**src/rtl/uart_result_streamer.sv**
```systemverilog
// Streams output memory words 0..len-1 to a UART transmitter, one byte per frame,
// paced by tx_done, optionally followed by a mod-2**DATA_BITS checksum byte.
module uart_result_streamer #(
  parameter int unsigned ADDR_BITS     = 9,
  parameter int unsigned DATA_BITS     = 8,
  parameter int unsigned LEN_BITS      = 16,
  parameter bit          SEND_CHECKSUM = 1'b1
) (
  input  logic                 clk,
  input  logic                 rst,
  input  logic                 start,
  input  logic                 abort,
  input  logic [LEN_BITS-1:0]  len,
  output logic [ADDR_BITS-1:0] mem_addr,
  output logic                 mem_rd_en,
  input  logic [DATA_BITS-1:0] mem_data,
  output logic                 tx_dv,
  output logic [DATA_BITS-1:0] tx_byte,
  input  logic                 tx_active,
  input  logic                 tx_done,
  output logic                 busy,
  output logic                 done,
  output logic [DATA_BITS-1:0] checksum
);

  // One extra bit so a full memory (2**ADDR_BITS words) is representable.
  localparam int unsigned CNT_BITS = ADDR_BITS + 1;
  localparam logic [CNT_BITS-1:0] MAX_LEN = {1'b1, {ADDR_BITS{1'b0}}};

  typedef enum logic [2:0] {
    S_IDLE,
    S_FETCH,
    S_LATCH,
    S_SEND,
    S_WAIT_TX,
    S_CSUM,
    S_WAIT_CS,
    S_FIN
  } state_t;

  state_t              state_q;
  logic [CNT_BITS-1:0] len_q;
  logic [CNT_BITS-1:0] count_q;
  logic [CNT_BITS-1:0] count_inc;
  logic [CNT_BITS-1:0] len_clamped;

  always_comb begin
    len_clamped = MAX_LEN;
    if (32'(len) < 32'(MAX_LEN)) begin
      len_clamped = CNT_BITS'(len);
    end
  end

  assign count_inc = count_q + CNT_BITS'(1);

  // mem_addr/mem_rd_en are registered on entry to FETCH so the registered RAM
  // returns data during LATCH.
  always_ff @(posedge clk or posedge rst) begin
    if (rst) begin
      state_q   <= S_IDLE;
      len_q     <= '0;
      count_q   <= '0;
      mem_addr  <= '0;
      mem_rd_en <= 1'b0;
      tx_dv     <= 1'b0;
      tx_byte   <= '0;
      busy      <= 1'b0;
      done      <= 1'b0;
      checksum  <= '0;
    end else begin
      tx_dv     <= 1'b0;
      done      <= 1'b0;
      mem_rd_en <= 1'b0;
      if (abort) begin
        state_q <= S_IDLE;
        busy    <= 1'b0;
      end else begin
        unique case (state_q)
          S_IDLE: begin
            if (start) begin
              len_q    <= len_clamped;
              count_q  <= '0;
              checksum <= '0;
              busy     <= 1'b1;
              if (len_clamped != '0) begin
                state_q   <= S_FETCH;
                mem_addr  <= '0;
                mem_rd_en <= 1'b1;
              end else if (SEND_CHECKSUM) begin
                state_q <= S_CSUM;
              end else begin
                state_q <= S_FIN;
              end
            end
          end
          S_FETCH: state_q <= S_LATCH;
          S_LATCH: begin
            tx_byte  <= mem_data;
            checksum <= checksum + mem_data;
            state_q  <= S_SEND;
          end
          S_SEND: begin
            if (!tx_active) begin
              tx_dv   <= 1'b1;
              state_q <= S_WAIT_TX;
            end
          end
          S_WAIT_TX: begin
            if (tx_done) begin
              count_q <= count_inc;
              if (count_inc < len_q) begin
                state_q   <= S_FETCH;
                mem_addr  <= count_inc[ADDR_BITS-1:0];
                mem_rd_en <= 1'b1;
              end else if (SEND_CHECKSUM) begin
                state_q <= S_CSUM;
              end else begin
                state_q <= S_FIN;
              end
            end
          end
          S_CSUM: begin
            tx_byte <= checksum;
            if (!tx_active) begin
              tx_dv   <= 1'b1;
              state_q <= S_WAIT_CS;
            end
          end
          S_WAIT_CS: begin
            if (tx_done) begin
              state_q <= S_FIN;
            end
          end
          S_FIN: begin
            done    <= 1'b1;
            busy    <= 1'b0;
            state_q <= S_IDLE;
          end
          default: state_q <= S_IDLE;
        endcase
      end
    end
  end

endmodule

```
**config.mk**
```make
export PLATFORM = sky130hd
export DESIGN_NAME = uart_result_streamer
export DESIGN_NICKNAME = d
export VERILOG_FILES = /design/src/rtl/uart_result_streamer.sv
export SDC_FILE = /design/constraint.sdc
export NUM_CORES = 1
export LEC_CHECK = 0
export CORE_ASPECT_RATIO = 1.2
export CORE_MARGIN = 3
export CORE_UTILIZATION = 50
export CTS_BUF_LIST = sky130_fd_sc_hd__clkbuf_2 sky130_fd_sc_hd__clkbuf_4 sky130_fd_sc_hd__clkbuf_8
export CTS_CLUSTER_DIAMETER = 100
export DETAILED_ROUTE_END_ITERATION = 10
export HOLD_SLACK_MARGIN = 0.03
export PLACE_DENSITY = 0.76
export SKIP_CTS_REPAIR_TIMING = 1
export SKIP_LAST_GASP = 1
export SLEW_MARGIN = 10
export SYNTH_ARGS = -nofsm -noshare
export SYNTH_HDL_FRONTEND = slang
export SYNTH_SLANG_ARGS = --single-unit
```
**constraint.sdc**
```tcl
create_clock -name clk -period 7.6 [get_ports clk]
set_input_delay 1.52 -clock clk [delete_from_list [all_inputs] [get_ports clk]]
set_output_delay 1.52 -clock clk [all_outputs]
set_load 0.02 [all_outputs]
```
# Word-level counts from Yosys, hierarchy flattened
# Cells that the tools add are included.
[op_classes]
addsub = 2
magnitude_cmp = 2
eq_ne = 16
n_mux = 35
bitwise = 1
reduce_logical = 14
[op_table]
columns = ["operator", "count"]
rows = [
  ["$mux 9", 4],
  ["$pmux 8 s2", 2],
  ["$mux 10", 3],
  ["$mux 3", 8],
  ["$pmux 3 s8", 1],
  ["$pmux 10 s2", 1],
  ["$pmux 9 s2", 1],
  ["$lt 16x10->1 const B", 1],
  ["$ne 3x3->1 const B", 5],
  ["$eq 3x3->1 const B", 4],
  ["$mux 1", 12],
  ["$add 10x1->10 const B", 1],
  ["$lt 10x10->1", 1],
  ["$reduce_bool 10->1", 1],
  ["$add 8x8->8", 1],
  ["$mux 8", 1],
  ["$ne 2x2->1 const B", 4],
  ["$eq 3x2->1 const B", 2],
  ["$reduce_and 3->1", 2],
  ["$reduce_and 6->1", 1],
  ["$reduce_bool 2->1", 3],
  ["$reduce_and 5->1", 1],
  ["$pmux 1 s2", 2],
  ["$reduce_and 2->1", 2],
  ["other kinds (6)", 6],
]
[word_totals]
register_bits = 52
input_bits = 30
output_inout_bits = 29
wordCells = 80

# Longest topological paths before layout
[depth]
ltp_word = 7
depth_mapped = 12
ltp_nobuf = 11

# Worst setup path after synthesis
# No wires, ideal clock.
[synth_timing]
kind = "input port to flip-flop"
from = "input port mem_data[0]"
to = "register checksum[6]"
arrival_time_ps = 2921
slack_ps = 4558
stages = 7
path_buffers = 0
cell_sequence = "ha_1 > fa_1 > a21o_1 > a21oi_1 > o21ai_0 > xor2_1 > a22o_1"
[synth_via]
elab_chain_len = 2
[synth_lines]
columns = ["item", "line_no", "text"]
rows = [
  ["start: declaration", "16", "input logic [DATA_BITS-1:0] mem_data,"],
  ["$add 8x8->8", "99", "checksum <= checksum + mem_data;"],
  ["$pmux 8 s2", "78", "unique case (state_q)"],
  ["end signal: assignment", "99", ""],
  ["end: declaration", "23", "output logic [DATA_BITS-1:0] checksum"],
]
# No other way between the ends.
# A chain may end at the register's enable or synchronous reset.

# Worst setup path in the final report
[layout_timing]
from = "input port abort"
to = "register checksum[7]"
[layout_via]
elab_chain_len = 2
[layout_lines]
columns = ["item", "line_no", "text"]
rows = [
  ["start: declaration", "12", "input logic abort,"],
  ["$not 1->1 (no line)", "-", ""],
  ["$reduce_and 3->1 (no line)", "-", ""],
]
# No other way between the ends.

==> flow_summary.ini <==
[outcome]
status = complete, no violations

[sta]
hold_slack_ns = 0.506
clock.fmax_mhz = 303
final.period_utilization_pct = 43.4
relSlewSlack_pct = 27.2
setup-violations-final = 0
setup_tns_ns = 0
slew_violations = 0
tightestPinTransition_ns = 1.09
grt_setup_unrepaired = no
hold_violations = 0
period_needed_ns = 3.30
clock_skew_ns = 0.0143

[logic_synthesis]
avgSynthCellArea_um2 = 10.3
syn-num-nets = 335
netlist_area_um2 = 2970
synth_seq_area_share_pct = 43.9
synth-seq-cells = 52
synthArstFlopShare_pct = 100
synth_flop_cell = dfrtp_1
yosysUniqueCellTypes = 58
synth_edf_count = 0
yosysWarningCount = 0
syn_inst = 287

[clock_tree]
clock_path_buffers = 2
cts_buffers = 5
cts_max_level = 2
clk_latency_ns = 0.30
clock_tree.root_cell = clkbuf_8
cts_sinks = 52
path_clk_slew_ns = 0.10
tritoncts = done

[floorplanning]
die_h_um = 90.4
start_util_pct = 52.0
die_x_um = 76.3
fp.dieArea_um2 = 6900
io_pins = 59
coreArea_um2 = 5710
rows = 30

[place]
place.gp.congestion = 0.848
post-place-cells = 415
port_buffers = 58
hpwl_mm = 4.88

[detailed_routing]
dr.pass1.iters = 4
vias = 2369
ant_nets = 0
remaining_drc_errors = 0
drtIter0Drc = 127
viasPerCell = 5.60
drt_wl_total_mm = 6.68
avgRoutedWirePerCell_um = 15.8

[grt]
antenna_found_initial = 0
grt_max_degree = 53
grt_usage_pct = 20.2
grt_pass1_wl_mm = 11.4
overflow = 0
first_global_vias = 2419

[critical_path]
cp_slowest_cell = clkdlybuf4s50_1
start_kind = input pin
path_cells = clkdlybuf4s50_1 > nor2_1 > o211ai_1 > or3_1 > nor3_1 > a211o_1
rrSetupSlack_ns = 4.53
critPathKind = input pin to register
end_kind = register
crit_fanout = 13
arrival_ns = 3.54
required_ns = 7.84
critPathBufInv = 1
cpPeakStageDelay_ns = 0.58
cp_top_family = simple AND/OR/NAND/NOR gates

[layout]
final-seq-area_um2 = 1300
drive_gt1_share_pct = 8.75
final_cells = 423
multi_input_area_um2 = 1510
area_growth_pct = 23.2
diodes = 0
nets = 390
fillers = 503

[job]
drv_cap = 0

[pwr]
ir_worst_vdd_v = 0.0000828
p_leak_uw = 0.00172
power.density_nw_per_um2 = 188

[worst_hold_path]
holdCritPathClass = register to register
==> power by group <==
part | internal (uW) | total, uW | switching, uW | leakage, uW
clock network | 64.4 | 156 | 91.3 | 0.0000479
registers | 306 | 329 | 23.2 | 0.000692
logic | 97.3 | 204 | 106 | 0.000978
==> cell families (layout without fill, tap and decap cells) <==
family | Yosys count | after routing | share of synthesized area (%)
compound gates | 84 | 84 | 21.5
xor+xnor | 13 | 13 | 3.84
fa+ha+maj | 18 | 18 | 7.84
buf+inv | 29 | 85 | 5.15
flops | 52 | 52 | 43.9
mux | 10 | 10 | 3.42
simple gates | 81 | 81 | 14.4
==> layer usage <==
layer	track usage (%)	wire (um)	vias to the layer above	share of wire, %
li1	-	-	1156	-
met1	24.0	2800	1127	42
met2	36.3	3460	72	52
met3	4.19	289	14	4.3
met4	6.34	123	0	1.8
met5	0	0	-	0
==> layout make-up <==
class,instances,share of cell area [%]
Multi-Input combinational cell,206,41.4
Sequential cell,52,35.6
Timing Repair Buffer,58,15.9
Tap cell,80,2.74
Inverter,19,1.95
Clock buffer,5,1.88
Clock inverter,3,0.514
==> placed cells by master (no fill, tap or decap), drive strengths merged, types with 5 or more instances in the layout <==
cell	n
a22o	14
clkbuf	5
a21oi	21
nor2	22
nand3	10
o2bb2ai	5
o21ai	19
dfrtp	52
xor2	9
ha	17
mux2i	9
inv	19
and3	6
nand2	20
clkdlybuf4s50	58
==> state kept, by name, summed over array words and instances (netlist names) <==
signal,flops
count_q,10
len_q,10
mem_addr,9
checksum,8
tx_byte,8
state_q,3
busy,1
done,1
mem_rd_en,1
tx_dv,1
==> stage by stage <==
step	setup WS (ns)	util, %	instance area, um2	power (uW)
floorplan	4.56	-	2970	450
global placement	4.03	62.5	3570	536
detailed placement	3.97	62.5	3570	541
CTS	4.30	64.0	3650	697
global route	4.16	64.0	3650	729
finish	4.30	64.0	3650	688
==> cell usage after synthesis (3+ instances only) <==
library cell	n	area, um2
a22o_2	9	90.1
nor2_1	20	75.1
a21oi_1	20	100
xnor2_1	4	35.0
a22o_1	5	43.8
o211ai_1	3	22.5
a32o_1	4	40.0
clkbuf_8	3	41.3
ha_1	17	213
dfrtp_1	52	1300
nand2_1	19	71.3
nor3_1	4	20.0
nand3_1	10	50.1
and3_1	6	37.5
mux2i_1	9	90.1
nor4_1	3	18.8
nor2b_1	3	18.8
o2bb2ai_1	5	43.8
inv_1	19	71.3
xor2_1	9	78.8
clkbuf_1	3	11.3
o21ai_0	17	85.1
==> path summary, 6_finish.rpt <==
check | depth (start not counted) | end | start
min reg2reg | 1 | mem_addr[4] | mem_addr[4]
max in group asynchronous | 2 | len_q[0] | rst
min | 1 | mem_addr[4] | mem_addr[4]
max reg2reg | 11 | mem_addr[5] | count_q[2]
max | 6 | checksum[7] | abort
min in group asynchronous | 2 | tx_byte[6] | rst
Note: power is estimated with default switching activity, not from simulation.
